### src/rtl/fu_branch_q_if.sv
// -----------------------------------------------------------------------------
// fu_branch_q_if.sv
// Bundles for the branch functional unit.
//   fu_branch_q_iss_if : issue bus from the scheduler into the unit
//      master = issuing stage, slave = fu_branch_q
//      exe_v_i / exe_ready_o handshake, opcode_i, cond_i, flags_i, pc_i,
//      operand2_i, pred_taken_i, pred_target_i, rob_dest_i, reg_dest_i
//   fu_branch_q_wb_if  : writeback bus from the unit toward the ROB arbiter
//      master = fu_branch_q, slave = writeback arbiter
//      wb_v_o / wb_ready_i handshake, wb_rob_dest_o, wb_taken_o, wb_target_o,
//      wb_mispredict_o, wb_reg_v_o, wb_reg_dest_o, wb_link_o
// Opcode encodings (WIDTH_OP, BCC_OP, BL_OP) are supplied here unless the
// build already defines them.
// -----------------------------------------------------------------------------
`ifndef WIDTH_OP
`define WIDTH_OP 4
`endif
`ifndef BCC_OP
`define BCC_OP 4'h1
`endif
`ifndef BL_OP
`define BL_OP 4'h2
`endif

interface fu_branch_q_iss_if #(
   parameter int WORD_SIZE_P = 16,
   parameter int ROB_IDX_W   = 5,
   parameter int PREG_IDX_W  = 6
);
   logic                   exe_v_i;
   logic                   exe_ready_o;
   logic [`WIDTH_OP-1:0]   opcode_i;
   logic [2:0]             cond_i;
   logic [3:0]             flags_i;
   logic [WORD_SIZE_P-1:0] pc_i;
   logic [WORD_SIZE_P-1:0] operand2_i;
   logic                   pred_taken_i;
   logic [WORD_SIZE_P-1:0] pred_target_i;
   logic [ROB_IDX_W-1:0]   rob_dest_i;
   logic [PREG_IDX_W-1:0]  reg_dest_i;

   modport master (
      output exe_v_i, opcode_i, cond_i, flags_i, pc_i, operand2_i,
             pred_taken_i, pred_target_i, rob_dest_i, reg_dest_i,
      input  exe_ready_o
   );
   modport slave (
      input  exe_v_i, opcode_i, cond_i, flags_i, pc_i, operand2_i,
             pred_taken_i, pred_target_i, rob_dest_i, reg_dest_i,
      output exe_ready_o
   );
endinterface

interface fu_branch_q_wb_if #(
   parameter int WORD_SIZE_P = 16,
   parameter int ROB_IDX_W   = 5,
   parameter int PREG_IDX_W  = 6
);
   logic                   wb_v_o;
   logic                   wb_ready_i;
   logic [ROB_IDX_W-1:0]   wb_rob_dest_o;
   logic                   wb_taken_o;
   logic [WORD_SIZE_P-1:0] wb_target_o;
   logic                   wb_mispredict_o;
   logic                   wb_reg_v_o;
   logic [PREG_IDX_W-1:0]  wb_reg_dest_o;
   logic [WORD_SIZE_P-1:0] wb_link_o;

   modport master (
      output wb_v_o, wb_rob_dest_o, wb_taken_o, wb_target_o, wb_mispredict_o,
             wb_reg_v_o, wb_reg_dest_o, wb_link_o,
      input  wb_ready_i
   );
   modport slave (
      input  wb_v_o, wb_rob_dest_o, wb_taken_o, wb_target_o, wb_mispredict_o,
             wb_reg_v_o, wb_reg_dest_o, wb_link_o,
      output wb_ready_i
   );
endinterface

### src/rtl/fu_branch_q.sv
// -----------------------------------------------------------------------------
// fu_branch_q.sv
// Branch functional unit with a small result queue.
// Resolves conditional (BCC), branch-and-link (BL) and register-indirect
// branches, computes taken / target / link and flags mispredictions against
// the front-end prediction. Results wait in a Q_DEPTH-entry FIFO until the
// writeback arbiter accepts them.
//
// Ports:
//   clk_i       clock
//   reset_n_i   asynchronous active-low reset (released on clk_i)
//   flush_i     squash: empties the queue and drops the same-cycle issue
//   iss         fu_branch_q_iss_if.slave  (issue bus, exe_v_i/exe_ready_o)
//   wb          fu_branch_q_wb_if.master  (result bus, wb_v_o/wb_ready_i)
//   perf_branches_o, perf_mispredicts_o   32-bit dequeue counters, present
//               only when the macro FU_BRANCH_PERF_EN is defined
// -----------------------------------------------------------------------------
`ifndef WIDTH_OP
`define WIDTH_OP 4
`endif
`ifndef BCC_OP
`define BCC_OP 4'h1
`endif
`ifndef BL_OP
`define BL_OP 4'h2
`endif

module fu_branch_q #(
   parameter int WORD_SIZE_P = 16,
   parameter int ROB_IDX_W   = 5,
   parameter int PREG_IDX_W  = 6,
   parameter int Q_DEPTH     = 2
) (
   input  logic              clk_i,
   input  logic              reset_n_i,
   input  logic              flush_i,
   fu_branch_q_iss_if.slave  iss,
   fu_branch_q_wb_if.master  wb
`ifdef FU_BRANCH_PERF_EN
   ,
   output logic [31:0]       perf_branches_o,
   output logic [31:0]       perf_mispredicts_o
`endif
);

   localparam int PTR_W = (Q_DEPTH > 1) ? $clog2(Q_DEPTH) : 1;
   localparam int CNT_W = $clog2(Q_DEPTH + 1);

   typedef struct packed {
      logic [ROB_IDX_W-1:0]   rob_dest;
      logic                   taken;
      logic [WORD_SIZE_P-1:0] target;
      logic                   mispredict;
      logic                   link_v;
      logic [PREG_IDX_W-1:0]  reg_dest;
      logic [WORD_SIZE_P-1:0] link;
   } entry_t;

   // Circular pointer advance, wrapping at Q_DEPTH (not at a power of two).
   function automatic logic [PTR_W-1:0] ptr_inc(input logic [PTR_W-1:0] p);
      logic [PTR_W-1:0] r;
      if (p == PTR_W'(Q_DEPTH - 1)) begin
         r = '0;
      end else begin
         r = p + PTR_W'(1);
      end
      return r;
   endfunction

   // Condition evaluation on {N,Z,C,V}.
   function automatic logic cond_eval(input logic [2:0] cond, input logic [3:0] fl);
      logic n, z, c, v, met;
      n = fl[3];
      z = fl[2];
      c = fl[1];
      v = fl[0];
      case (cond)
         3'd0:    met = 1'b1;
         3'd1:    met = z;
         3'd2:    met = ~z;
         3'd3:    met = n ^ v;
         3'd4:    met = ~(n ^ v);
         3'd5:    met = c;
         3'd6:    met = ~c;
         3'd7:    met = 1'b0;
         default: met = 1'b0;
      endcase
      return met;
   endfunction

   entry_t           entry_q [Q_DEPTH];
   entry_t           entry_d [Q_DEPTH];
   logic [PTR_W-1:0] wr_ptr_q, wr_ptr_d;
   logic [PTR_W-1:0] rd_ptr_q, rd_ptr_d;
   logic [CNT_W-1:0] count_q, count_d;

   entry_t           new_entry;
   entry_t           head;
   logic             cond_met;
   logic             exe_ready;
   logic             wb_v;
   logic             enq;
   logic             deq;

   // Resolve the branch presented on the issue bus.
   always_comb begin
      new_entry          = '0;
      cond_met           = cond_eval(iss.cond_i, iss.flags_i);
      new_entry.rob_dest = iss.rob_dest_i;
      new_entry.reg_dest = iss.reg_dest_i;
      if (iss.opcode_i == `BCC_OP) begin
         new_entry.taken = cond_met;
         if (cond_met) begin
            new_entry.target = iss.pc_i + iss.operand2_i + WORD_SIZE_P'(1);
         end else begin
            new_entry.target = iss.pc_i + WORD_SIZE_P'(1);
         end
      end else if (iss.opcode_i == `BL_OP) begin
         new_entry.taken  = 1'b1;
         new_entry.target = iss.operand2_i;
         new_entry.link_v = 1'b1;
         new_entry.link   = iss.pc_i + WORD_SIZE_P'(2);
      end else begin
         new_entry.taken  = 1'b1;
         new_entry.target = iss.operand2_i;
      end
      new_entry.mispredict = (new_entry.taken != iss.pred_taken_i) ||
                             (new_entry.taken && (new_entry.target != iss.pred_target_i));
   end

   // Handshake qualifiers; ready looks only at occupancy, never at wb_ready_i.
   always_comb begin
      exe_ready = (count_q != CNT_W'(Q_DEPTH));
      wb_v      = (count_q != CNT_W'(0));
      head      = entry_q[rd_ptr_q];
      enq       = iss.exe_v_i && exe_ready && !flush_i;
      deq       = wb_v && wb.wb_ready_i && !flush_i;
   end

   // Queue next-state: flush wins over both enqueue and dequeue.
   always_comb begin
      entry_d  = entry_q;
      wr_ptr_d = wr_ptr_q;
      rd_ptr_d = rd_ptr_q;
      count_d  = count_q;
      if (flush_i) begin
         wr_ptr_d = '0;
         rd_ptr_d = '0;
         count_d  = '0;
      end else begin
         if (enq) begin
            entry_d[wr_ptr_q] = new_entry;
            wr_ptr_d          = ptr_inc(wr_ptr_q);
         end else begin
            wr_ptr_d = wr_ptr_q;
         end
         if (deq) begin
            rd_ptr_d = ptr_inc(rd_ptr_q);
         end else begin
            rd_ptr_d = rd_ptr_q;
         end
         if (enq && !deq) begin
            count_d = count_q + CNT_W'(1);
         end else if (!enq && deq) begin
            count_d = count_q - CNT_W'(1);
         end else begin
            count_d = count_q;
         end
      end
   end

   // Queue state registers; reset clears storage so wb_* data read as 0.
   always_ff @(posedge clk_i or negedge reset_n_i) begin
      if (!reset_n_i) begin
         wr_ptr_q <= '0;
         rd_ptr_q <= '0;
         count_q  <= '0;
         for (int i = 0; i < Q_DEPTH; i++) begin
            entry_q[i] <= '0;
         end
      end else begin
         wr_ptr_q <= wr_ptr_d;
         rd_ptr_q <= rd_ptr_d;
         count_q  <= count_d;
         for (int i = 0; i < Q_DEPTH; i++) begin
            entry_q[i] <= entry_d[i];
         end
      end
   end

   assign iss.exe_ready_o   = exe_ready;
   assign wb.wb_v_o         = wb_v;
   assign wb.wb_rob_dest_o  = head.rob_dest;
   assign wb.wb_taken_o     = head.taken;
   assign wb.wb_target_o    = head.target;
   assign wb.wb_mispredict_o = head.mispredict;
   assign wb.wb_reg_v_o     = wb_v && head.link_v;
   assign wb.wb_reg_dest_o  = head.reg_dest;
   assign wb.wb_link_o      = head.link;

`ifdef FU_BRANCH_PERF_EN
   logic [31:0] perf_branches_q, perf_branches_d;
   logic [31:0] perf_mispredicts_q, perf_mispredicts_d;

   // Counters follow accepted dequeues only; flush does not clear them.
   always_comb begin
      perf_branches_d    = perf_branches_q;
      perf_mispredicts_d = perf_mispredicts_q;
      if (deq) begin
         perf_branches_d = perf_branches_q + 32'd1;
         if (head.mispredict) begin
            perf_mispredicts_d = perf_mispredicts_q + 32'd1;
         end else begin
            perf_mispredicts_d = perf_mispredicts_q;
         end
      end else begin
         perf_branches_d    = perf_branches_q;
         perf_mispredicts_d = perf_mispredicts_q;
      end
   end

   // Performance counter registers.
   always_ff @(posedge clk_i or negedge reset_n_i) begin
      if (!reset_n_i) begin
         perf_branches_q    <= 32'd0;
         perf_mispredicts_q <= 32'd0;
      end else begin
         perf_branches_q    <= perf_branches_d;
         perf_mispredicts_q <= perf_mispredicts_d;
      end
   end

   assign perf_branches_o    = perf_branches_q;
   assign perf_mispredicts_o = perf_mispredicts_q;
`endif

endmodule

### src/flat_wrapper.sv
// flat-port wrapper written by rule: the top's interface ports become plain ports
module fu_branch_q_flat 
#(
   parameter int WORD_SIZE_P = 16,
   parameter int ROB_IDX_W   = 5,
   parameter int PREG_IDX_W  = 6,
   parameter int Q_DEPTH     = 2
)
  (clk_i, reset_n_i, flush_i, iss_exe_v_i, iss_opcode_i, iss_cond_i, iss_flags_i, iss_pc_i, iss_operand2_i, iss_pred_taken_i, iss_pred_target_i, iss_rob_dest_i, iss_reg_dest_i, iss_exe_ready_o, wb_wb_v_o, wb_wb_rob_dest_o, wb_wb_taken_o, wb_wb_target_o, wb_wb_mispredict_o, wb_wb_reg_v_o, wb_wb_reg_dest_o, wb_wb_link_o, wb_wb_ready_i);
  fu_branch_q_iss_if #(.WORD_SIZE_P(WORD_SIZE_P), .ROB_IDX_W(ROB_IDX_W), .PREG_IDX_W(PREG_IDX_W)) iss_i ();
  fu_branch_q_wb_if #(.WORD_SIZE_P(WORD_SIZE_P), .ROB_IDX_W(ROB_IDX_W), .PREG_IDX_W(PREG_IDX_W)) wb_i ();
  input  logic clk_i;
  input  logic reset_n_i;
  input  logic flush_i;
  input wire logic [$bits(iss_i.exe_v_i)-1:0] iss_exe_v_i;
  input wire logic [$bits(iss_i.opcode_i)-1:0] iss_opcode_i;
  input wire logic [$bits(iss_i.cond_i)-1:0] iss_cond_i;
  input wire logic [$bits(iss_i.flags_i)-1:0] iss_flags_i;
  input wire logic [$bits(iss_i.pc_i)-1:0] iss_pc_i;
  input wire logic [$bits(iss_i.operand2_i)-1:0] iss_operand2_i;
  input wire logic [$bits(iss_i.pred_taken_i)-1:0] iss_pred_taken_i;
  input wire logic [$bits(iss_i.pred_target_i)-1:0] iss_pred_target_i;
  input wire logic [$bits(iss_i.rob_dest_i)-1:0] iss_rob_dest_i;
  input wire logic [$bits(iss_i.reg_dest_i)-1:0] iss_reg_dest_i;
  output wire logic [$bits(iss_i.exe_ready_o)-1:0] iss_exe_ready_o;
  output wire logic [$bits(wb_i.wb_v_o)-1:0] wb_wb_v_o;
  output wire logic [$bits(wb_i.wb_rob_dest_o)-1:0] wb_wb_rob_dest_o;
  output wire logic [$bits(wb_i.wb_taken_o)-1:0] wb_wb_taken_o;
  output wire logic [$bits(wb_i.wb_target_o)-1:0] wb_wb_target_o;
  output wire logic [$bits(wb_i.wb_mispredict_o)-1:0] wb_wb_mispredict_o;
  output wire logic [$bits(wb_i.wb_reg_v_o)-1:0] wb_wb_reg_v_o;
  output wire logic [$bits(wb_i.wb_reg_dest_o)-1:0] wb_wb_reg_dest_o;
  output wire logic [$bits(wb_i.wb_link_o)-1:0] wb_wb_link_o;
  input wire logic [$bits(wb_i.wb_ready_i)-1:0] wb_wb_ready_i;
  assign iss_i.exe_v_i = iss_exe_v_i;
  assign iss_i.opcode_i = iss_opcode_i;
  assign iss_i.cond_i = iss_cond_i;
  assign iss_i.flags_i = iss_flags_i;
  assign iss_i.pc_i = iss_pc_i;
  assign iss_i.operand2_i = iss_operand2_i;
  assign iss_i.pred_taken_i = iss_pred_taken_i;
  assign iss_i.pred_target_i = iss_pred_target_i;
  assign iss_i.rob_dest_i = iss_rob_dest_i;
  assign iss_i.reg_dest_i = iss_reg_dest_i;
  assign iss_exe_ready_o = iss_i.exe_ready_o;
  assign wb_wb_v_o = wb_i.wb_v_o;
  assign wb_wb_rob_dest_o = wb_i.wb_rob_dest_o;
  assign wb_wb_taken_o = wb_i.wb_taken_o;
  assign wb_wb_target_o = wb_i.wb_target_o;
  assign wb_wb_mispredict_o = wb_i.wb_mispredict_o;
  assign wb_wb_reg_v_o = wb_i.wb_reg_v_o;
  assign wb_wb_reg_dest_o = wb_i.wb_reg_dest_o;
  assign wb_wb_link_o = wb_i.wb_link_o;
  assign wb_i.wb_ready_i = wb_wb_ready_i;
  fu_branch_q #(.WORD_SIZE_P(WORD_SIZE_P), .ROB_IDX_W(ROB_IDX_W), .PREG_IDX_W(PREG_IDX_W), .Q_DEPTH(Q_DEPTH)) u_core (.clk_i(clk_i), .reset_n_i(reset_n_i), .flush_i(flush_i), .iss(iss_i), .wb(wb_i));
endmodule
### config.mk
export PLATFORM = sky130hd
export DESIGN_NAME = fu_branch_q_flat
export DESIGN_NICKNAME = d
export VERILOG_FILES = /design/src/rtl/fu_branch_q_if.sv /design/src/rtl/fu_branch_q.sv /design/src/flat_wrapper.sv
export SDC_FILE = /design/constraint.sdc
export NUM_CORES = 1
export LEC_CHECK = 0
export BUFFER_PORTS_ARGS = -buffer_cell sky130_fd_sc_hd__buf_2
export CAP_MARGIN = 10
export CORE_UTILIZATION = 45
export CTS_BUF_LIST = sky130_fd_sc_hd__clkbuf_2
export DETAILED_ROUTE_END_ITERATION = 6
export HOLD_SLACK_MARGIN = 0.12
export PLACE_DENSITY = 0.71
export SYNTH_ARGS = -nofsm -noshare
export SYNTH_HDL_FRONTEND = slang
export SYNTH_SLANG_ARGS = --single-unit
### constraint.sdc
create_clock -name clk_i -period 2.8 [get_ports clk_i]
set_input_delay 0.42 -clock clk_i [delete_from_list [all_inputs] [get_ports clk_i]]
set_output_delay 0.42 -clock clk_i [all_outputs]
set_load 0.02 [all_outputs]
==> reports/metrics.yaml, run 1 <==
synth_ff_type: "dfrtp_1"
cts-root-buf: "clkbuf_2"
critical_path_arrival_ns: 3.19
tritoncts: "done"
required_ns: 3.30
dr.first_iter.drc_count: 467
mostFrequentLayoutCell: "nand2_1"
worstSetupPathType: "input pin to flip-flop"
worst_hold_path_type: "input pin to async pin"
ctsLongestPathBuffers: 2
buffer_ports.inserted: 123
cells_after_synthesis: 741
post_synth_edffs: 0
max_h_tree_level: 3
layout-area-overhead-vs-synth_pct: 31.7
first_pass_grt_wire_length_microns: 30200
antenna_violating_nets_post_route: 0
startpoint_type: "input pin"
antenna_found_initial: 1
post_synth.cell_area_avg_sq_um: 8.87
clock.fmax_ghz: 0.371
route.detailed.vias_per_inst: 5.45
drive_above_1_share_pct: 37.6
fp.dieH_microns: 123
count_of_cell_types_in_the_netlist: 76
totalWireLength_microns: 19200
vdd.ir_drop.worst_mv: 0.229
largest_net_degree_at_the_start_of_global_routing: 72
synthesis.area_sq_um: 6580
detail_route.drc_violations: 1
cts.sinks: 96
worstSetupEndpointType: "flip-flop"
tightestPinTransition_ns: 0.742
power_density_nw_per_um2: 464
yosys_register_bits: 96
slew-limit-headroom_pct: 49.8
post_cts_buffers: 0
finalHoldWorstSlack_ns: 0.207
drv_slew: 0
total_leakage_power_nw: 4.18
number_of_cts_inserted_buffers: 9
outcome: "complete, but fails checks"
unrepaired_setup_endpoints_after_global_routing: "false"
final_cell_mix: "nand2_1 (157), buf_4 (128), buf_2 (122)"
yosysWarnings: 0
setup_viol: 0
maximum_fanout_along_the_worst_path: 6
worstSkewPairLatency_ns: 0.61
crit_family: "simple AND/OR/NAND/NOR gates"
synth-async-reset-ratio_pct: 100
global_route.usage.total_pct: 26.2
finalSetupTns_ns: 0
floorplan.initialDensity_pct: 46.8
post-dp-hpwl_microns: 14800
crit_path_cell_trace: "buf_2 -> ha_1 -> nor2b_4 -> o31ai_4 -> buf_4 -> a21oi_2 -> a211o_1 -> a41oi_1 -> nand4b_1 -> or4_1 -> nor4_2 -> o31ai_1"
post_drt_wl_per_cell_microns: 16.4
die-width_microns: 123
io-pin-count: 124
globalplace.congestion: 0.995
design.core.area_sq_um: 14000
worst-path-buf-inv: 2
syn_nets: 836
first_pass_iters: 7
ys_seq_area_share_pct: 36.5
finalCriticalPeriod_ns: 2.69
timing.final.hold_violations: 0
overflow: 0
drv_cap: 0
violated_checks: "DRC"
via_count_of_the_first_global_routing_pass: 6019
design.die.area_sq_um: 15100
clkTransAtPathRegs_ns: 0.29
total_via_count_after_detailed_routing: 6345
std_cell_rows: 43
period_share_pct: 96.2
finalNetCount: 1075
worst_path_largest_cell_delay_ns: 0.50
critical_path.slowest_cell: "or4_1"
clock_skew_ns: 0.0500
path summary, 6_finish.rpt:
kind | cells after the start | slack [ns] | start | end
worst min register to register | 2 | 0.51 | u_core.entry_q[12]$_DFFE_PN0P_ | u_core.entry_q[12]$_DFFE_PN0P_
worst min-delay path | 2 | 0.21 | reset_n_i | u_core.entry_q[69]$_DFFE_PN0P_
worst max-delay path | 12 | 0.11 | iss_operand2_i[2] | u_core.entry_q[23]$_DFFE_PN0P_
max in group asynchronous | 3 | 1.86 | reset_n_i | u_core.rd_ptr_q$_DFFE_PN0P_
min in group clk_i | 4 | 0.22 | iss_pred_target_i[15] | u_core.entry_q[69]$_DFFE_PN0P_
worst max register to register | 5 | 0.75 | u_core.count_q[0]$_DFFE_PN0P_ | u_core.entry_q[58]$_DFFE_PN0P_
kinds of logic (layout without fill, tap and decap cells):
kind of cell,count (synthesis),in the layout,synth area share (%)
buffers and inverters,55,298,3.39
AO/OA/AOI/OAI,143,143,14.9
AND/OR/NAND/NOR,293,293,20.2
flip-flops,96,96,36.5
other,0,1,0
multiplexers,81,81,13.8
XOR/XNOR,54,54,7.40
adder cells (fa/ha/maj),19,19,3.73
synthesized netlist by cell type, types with 10 or more instances:
| cell type | number | area [sq um] |
|---|---|---|
| o21ai_0 | 41 | 205 |
| nand2_1 | 158 | 593 |
| xnor2_1 | 30 | 263 |
| nand4_1 | 10 | 62.6 |
| dfrtp_1 | 96 | 2400 |
| inv_1 | 12 | 45.0 |
| a21oi_1 | 30 | 150 |
| mux2_2 | 73 | 822 |
| o31ai_1 | 10 | 75.1 |
| clkbuf_1 | 33 | 124 |
| xor2_1 | 23 | 201 |
| nor2_1 | 50 | 188 |
| ha_1 | 18 | 225 |
| nand3_1 | 18 | 90.1 |
| nor3_1 | 12 | 60.1 |
sequential cells by signal, summed over array words and instances (netlist names):
register	flops
u_core.entry_q	92
u_core.rd_ptr_q	1
u_core.wr_ptr_q	1
u_core.count_q	2
worst register-to-register path, stage by stage, from the launching register on:
cell,delay [ns]
dfrtp_1,0.47
nand2b_1,0.17
nand2_1,0.13
or3_2,0.72
buf_12,0.28
o31ai_1,0.24
through the flow:
step           utilization (%)  area [sq um]  setup slack [ns]  std cells  total power, W
6_report                  61.7          8660             0.107       1165         0.00402
2_1_floorplan                -          6650            -0.229        741         0.00270
3_3_place_gp              59.5          8350            -0.432       1133         0.00328
4_1_cts                   61.4          8630             0.164       1164         0.00403
5_1_grt                   61.7          8660           0.00136       1165         0.00426
3_5_place_dp              59.5          8350            -0.525       1133         0.00332
where the power goes:
part           leakage (nW)  switching (W)  internal (W)
clock                0.0688       0.000482      0.000208
combinational          2.88       0.000817      0.000738
sequential             1.23       0.000136       0.00164
total                  4.18        0.00143       0.00258
final cells by class:
| type | count | area [sq um] |
|---|---|---|
| well taps | 180 | 225 |
| clock buffers | 9 | 45.0 |
| diodes | 1 | 2.50 |
| multi-input cells | 590 | 4030 |
| clock inverters | 6 | 68.8 |
| flip-flops and latches | 96 | 2400 |
| repair buffers | 271 | 1830 |
| fillers | 1228 | 5380 |
| inverters | 12 | 50.0 |
timing repair:
item                       CTS  global route
hold endpoints to repair   123             0
hold buffers                16             0
setup endpoints to repair    0             1
gates resized for setup      0             4
metal layers:
layer  GRT usage [%]  wire length [microns]  vias to the layer above
li1                -                      -                     3115
met1            36.0                   8870                     2974
met2            41.7                   8750                      223
met3            4.14                   1080                       33
met4            9.45                    454                        0
met5               0                      0                        -
No activity file was read; power rests on OpenSTA's default activity.
==> run 2, diff against run 1 <==
--- a/config.mk
+++ b/config.mk
@@ -11,7 +11,7 @@
 export CTS_BUF_LIST = sky130_fd_sc_hd__clkbuf_2
 export DETAILED_ROUTE_END_ITERATION = 6
 export HOLD_SLACK_MARGIN = 0.12
-export PLACE_DENSITY = 0.71
+export PLACE_DENSITY = 0.74
 export SYNTH_ARGS = -nofsm -noshare
 export SYNTH_HDL_FRONTEND = slang
 export SYNTH_SLANG_ARGS = --single-unit
==> constraint.sdc (replaced) <==
create_clock -name clk_i -period 2.4 [get_ports clk_i]
set_input_delay 0.36 -clock clk_i [delete_from_list [all_inputs] [get_ports clk_i]]
set_output_delay 0.36 -clock clk_i [all_outputs]
set_load 0.02 [all_outputs]
==> run 2 against run 1 <==
The flow finishes with violations (setup timing); final cell count up 3.0%; first-iteration DRC count increased by 1.1%; register-to-register slack worse by 0.16 ns; sequential share of layout area decreased by 1.5 points; design area rose by 5.9%; global-route usage grew 0.90 points; routed wire length up 3.5%.
==> reports/metrics.yaml, run 2 (synthesis gave the netlist of run 1 again) <==
timing.final.hold_violations: 0
drive_above_1_share_pct: 42.2
power_density_nw_per_um2: 508
outcome: "complete, but fails checks"
detail_route.drc_violations: 0
largest_net_degree_at_the_start_of_global_routing: 49
design.core.area_sq_um: 14000
tightestPinTransition_ns: 0.526
worstSetupPathType: "input pin to flip-flop"
floorplan.initialDensity_pct: 46.8
io-pin-count: 124
total_leakage_power_nw: 4.38
finalHoldWorstSlack_ns: 0.177
overflow: 0
finalNetCount: 1111
maximum_fanout_along_the_worst_path: 4
design.die.area_sq_um: 15100
max_h_tree_level: 3
violated_checks: "setup timing"
clock.fmax_ghz: 0.407
worst_slack_ns: -0.0600
antenna_found_initial: 0
clock_skew_ns: 0.0356
critical_path_arrival_ns: 2.95
post-route-cell-area_sq_um: 9170
vdd.ir_drop.worst_mv: 0.233
first_pass_grt_wire_length_microns: 31300
global_route.usage.total_pct: 27.1
cts-root-buf: "clkbuf_2"
ctsLongestPathBuffers: 2
mostFrequentLayoutCell: "buf_4"
top_regs: "u_core.entry_q: 92 flops, u_core.count_q: 2 flops"
final_cell_mix: "buf_4 (161), nand2_1 (157), buf_2 (116)"
std_cell_rows: 43
total_via_count_after_detailed_routing: 6510
drv_cap: 0
fillers: 1186
antenna_violating_nets_post_route: 0
post-dp-hpwl_microns: 15200
worstSetupEndpointType: "flip-flop"
startpoint_type: "input pin"
cts.sinks: 96
first_pass_iters: 5
unrepaired_setup_endpoints_after_global_routing: "true"
totalWireLength_microns: 19800
number_of_cts_inserted_buffers: 9
die-width_microns: 123
slew-limit-headroom_pct: 64.6
required_ns: 2.89
finalCriticalPeriod_ns: 2.46
buffer_ports.inserted: 123
dr.first_iter.drc_count: 472
postPlaceCellArea_sq_um: 8580
largest_register_ffs: 92
reg_with_most_ffs: "u_core.entry_q"
pre_cts_slack_ns: -0.925
post_drt_wl_per_cell_microns: 16.5
tritoncts: "done"
fin_util_pct: 65.3
drv_slew: 0
clkTransAtPathRegs_ns: 0.23
layout-area-overhead-vs-synth_pct: 39.4
antenna_cells_inserted: 0
via_count_of_the_first_global_routing_pass: 6218
setup_viol: 2
period_share_pct: 103
fp.dieH_microns: 123
route.detailed.vias_per_inst: 5.43
globalplace.congestion: 1.00
worstSkewPairLatency_ns: 0.58
worst_hold_path_type: "input pin to async pin"
-- run 2: cell count changes in the layout (fill, tap and decap cells not counted), moves of 3 or more --
cell      previous run  this run
inv_4                0         3
ha_1                17         9
buf_2              122       116
buf_6                0         9
clkinv_1             0         3
buf_4              128       161
ha_4                 1         9
inv_1               11         8
-- run 2: per-layer routing --
layer  vias to the layer above  global-route usage, %  share of wire (%)
li1                       3163                      -                  -
met1                      3077                   37.1                 45
met2                       242                   43.5                 46
met3                        28                   4.69                6.3
met4                         0                   8.54                2.2
met5                         -                      0                  0
-- run 2: worst paths after layout --
path	cells past startpoint	slack, ns	end	from
setup / recovery	13	-0.06	u_core.entry_q[23]$_DFFE_PN0P_	iss_pc_i[0]
hold / removal	2	0.18	u_core.entry_q[89]$_DFFE_PN0P_	reset_n_i
setup reg to reg	5	0.59	u_core.entry_q[49]$_DFFE_PN0P_	u_core.count_q[0]$_DFFE_PN0P_
hold reg to reg	2	0.50	u_core.entry_q[50]$_DFFE_PN0P_	u_core.entry_q[50]$_DFFE_PN0P_
max in group asynchronous	3	1.55	u_core.entry_q[47]$_DFFE_PN0P_	reset_n_i
min in group clk_i	4	0.21	u_core.entry_q[69]$_DFFE_PN0P_	iss_pred_target_i[15]
-- run 2: report_power, final --
| group | total (W) | switching (W) | internal, W |
|---|---|---|---|
| registers | 0.00206 | 0.000151 | 0.00191 |
| clock network | 0.000637 | 0.000511 | 0.000125 |
| logic | 0.00196 | 0.00101 | 0.000952 |
-- run 2: layout make-up --
class / count / area (sq um) / share of cell area (%)
tap: 180 / 225 / 2.46
multi-input combinational: 590 / 4250 / 46.4
sequential: 96 / 2400 / 26.2
inverter: 12 / 57.6 / 0.628
clock inverter: 5 / 25.0 / 0.273
clock buffer: 10 / 50.0 / 0.546
timing repair buffer: 307 / 2150 / 23.5
-- run 2: through the flow --
step,TNS (ns),instances,power (W)
floorplan,-1.28,741,0.00315
global placement,-6.42,1165,0.00387
detailed placement,-7.44,1165,0.00392
CTS,-0.0425,1200,0.00466
global route,-0.189,1200,0.00495
finish,-0.101,1200,0.00465
-- run 2: what timing repair did --
item,4_1_cts,5_1_grt
pin swaps,21,8
hold endpoints to repair,122,0
resized for setup,53,9
hold buffers,15,0
setup endpoints to repair,2,2
cloned,0,0
setup buffers,5,0
-- run 2: worst max-delay path, cell delays in order --
cell     delay (ns)
buf_8          0.09
inv_6          0.03
ha_4           0.14
fa_2           0.39
nor2b_4        0.15
o31ai_4        0.11
nor4b_4        0.15
o31ai_4        0.29
mux2i_1        0.22
a31oi_1        0.11
or4_4          0.50
nor4_4         0.29
o31ai_1        0.11
==> run 3, diff against run 2 <==
--- a/config.mk
+++ b/config.mk
@@ -12,6 +12,7 @@
 export DETAILED_ROUTE_END_ITERATION = 6
 export HOLD_SLACK_MARGIN = 0.12
 export PLACE_DENSITY = 0.74
+export RECOVER_POWER = 25
 export SYNTH_ARGS = -nofsm -noshare
 export SYNTH_HDL_FRONTEND = slang
 export SYNTH_SLANG_ARGS = --single-unit
==> run 3 against run 2 <==
The flow still finishes with violations (setup timing); register-to-register slack about the same; critical path depth unchanged; count of clock-buffer cells in the layout unchanged; non-clock buffer count unchanged; via count unchanged; clock power about the same; sequential power about the same; clock skew about the same.
==> reports/metrics.yaml, run 3 (synthesis gave the netlist of run 1 again) <==
die-width_microns: 123
antenna_found_initial: 0
pre_cts_slack_ns: -0.925
worst_hold_path_type: "input pin to flip-flop"
worstSkewPairLatency_ns: 0.58
buffer_ports.inserted: 123
mostFrequentLayoutCell: "buf_4"
total_via_count_after_detailed_routing: 6510
route.detailed.vias_per_inst: 5.43
antenna_cells_inserted: 0
totalWireLength_microns: 19900
outcome: "complete, but fails checks"
top_regs: "u_core.entry_q: 92 flops, u_core.count_q: 2 flops"
period_share_pct: 104
global_route.usage.total_pct: 27.1
design.core.area_sq_um: 14000
critical_path.slowest_cell: "or4_4"
overflow: 0
largest_net_degree_at_the_start_of_global_routing: 49
required_ns: 2.88
total_leakage_power_nw: 4.37
dr.first_iter.drc_count: 455
worst_path_largest_cell_delay_ns: 0.56
finalNetCount: 1111
vdd.ir_drop.worst_mv: 0.233
clock.fmax_ghz: 0.401
clock_skew_ns: 0.0359
post-dp-hpwl_microns: 15200
layoutNonFillerInstCount: 1200
first_pass_grt_wire_length_microns: 31300
unrepaired_setup_endpoints_after_global_routing: "true"
largest_register_ffs: 92
max_h_tree_level: 3
first_pass_iters: 5
slew-limit-headroom_pct: 14.9
violated_checks: "setup timing"
post-place-cells: 1165
finalSetupTns_ns: -0.168
number_of_cts_inserted_buffers: 9
worstSetupEndpointType: "flip-flop"
crit_path_cell_trace: "buf_2 -> ha_4 -> a21oi_4 -> a211oi_2 -> buf_4 -> buf_4 -> o31a_1 -> xor2_1 -> nor2_1 -> a2111oi_0 -> or4_4 -> nor4_4 -> o31ai_1"
io-pin-count: 124
floorplan.initialDensity_pct: 46.8
startpoint_type: "input pin"
power_density_nw_per_um2: 508
antenna_violating_nets_post_route: 0
drv_slew: 0
reg_with_most_ffs: "u_core.entry_q"
via_count_of_the_first_global_routing_pass: 6218
finalCriticalPeriod_ns: 2.49
tightestPinTransition_ns: 1.28
post_drt_wl_per_cell_microns: 16.6
cp_common_cell: "buf_4"
cts-root-buf: "clkbuf_2"
worstSetupPathType: "input pin to flip-flop"
detail_route.drc_violations: 0
ctsLongestPathBuffers: 2
drv_cap: 0
tritoncts: "done"
maximum_fanout_along_the_worst_path: 5
drive_above_1_share_pct: 42.1
post-route-cell-area_sq_um: 9150
timing.final.hold_violations: 0
cts.sinks: 96
critical_path_arrival_ns: 2.97
worst-r2r-setup-slack_ns: 0.60
finalHoldWorstSlack_ns: 0.225
layout-area-overhead-vs-synth_pct: 39.2
setup_viol: 3
postPlaceCellArea_sq_um: 8580
clkTransAtPathRegs_ns: 0.24
final_cell_mix: "buf_4 (160), nand2_1 (157), buf_2 (116)"
worst_slack_ns: -0.0925
globalplace.congestion: 1.00
std_cell_rows: 43
fp.dieH_microns: 123
design.die.area_sq_um: 15100
run 3: metrics by stage:
| step | utilization [%] | power (W) |
|---|---|---|
| CTS | 64.9 | 0.00466 |
| floorplan | - | 0.00315 |
| global route | 65.2 | 0.00495 |
| finish | 65.2 | 0.00465 |
| detailed placement | 61.1 | 0.00392 |
| global placement | 61.1 | 0.00387 |
run 3: report_power, final:
part	internal [W]	switching [W]	leakage, nW	total, W
clock	0.000125	0.000510	0.0543	0.000635
combinational	0.000948	0.00101	3.08	0.00196
sequential	0.00191	0.000151	1.23	0.00206
run 3: cell type report:
class | count | area (sq um)
Clock buffer | 10 | 50.0
Clock inverter | 5 | 25.0
Fill cell | 1188 | 4890
Inverter | 12 | 57.6
Multi-Input combinational cell | 590 | 4250
Sequential cell | 96 | 2400
Tap cell | 180 | 225
Timing Repair Buffer | 307 | 2130
run 3: worst max-delay path, delay by kind of cell:
family | cells | cell delay, ns
simple gates | 3 | 0.99
compound gates | 5 | 0.77
buf+inv | 3 | 0.42
fa+ha+maj | 1 | 0.27
xor+xnor | 1 | 0.15
run 3: routing by layer:
layer / wire length [microns] / vias to the layer above / global-route usage [%]
li1: - / 3162 / -
met1: 8850 / 3067 / 37.1
met2: 9240 / 244 / 43.5
met3: 1310 / 37 / 4.69
met4: 476 / 0 / 8.54
met5: 0 / - / 0
run 3: worst paths after layout:
| kind | from | cells past startpoint | end |
|---|---|---|---|
| hold reg to reg | u_core.entry_q[50]$_DFFE_PN0P_ | 2 | u_core.entry_q[50]$_DFFE_PN0P_ |
| max in group asynchronous | reset_n_i | 3 | u_core.entry_q[18]$_DFFE_PN0P_ |
| min in group asynchronous | reset_n_i | 2 | u_core.entry_q[89]$_DFFE_PN0P_ |
| setup / recovery | iss_operand2_i[2] | 13 | u_core.entry_q[23]$_DFFE_PN0P_ |
| setup reg to reg | u_core.count_q[0]$_DFFE_PN0P_ | 5 | u_core.entry_q[49]$_DFFE_PN0P_ |
| hold / removal | iss_pc_i[0] | 4 | u_core.entry_q[0]$_DFFE_PN0P_ |
run 3: timing repair:
action | 4_1_cts | 5_1_grt
gates resized for setup | 53 | 9
pin swaps | 21 | 8
endpoints found under the hold margin | 122 | 0
hold buffers | 15 | 0
setup endpoints to repair | 2 | 2
buffers inserted | 5 | 0
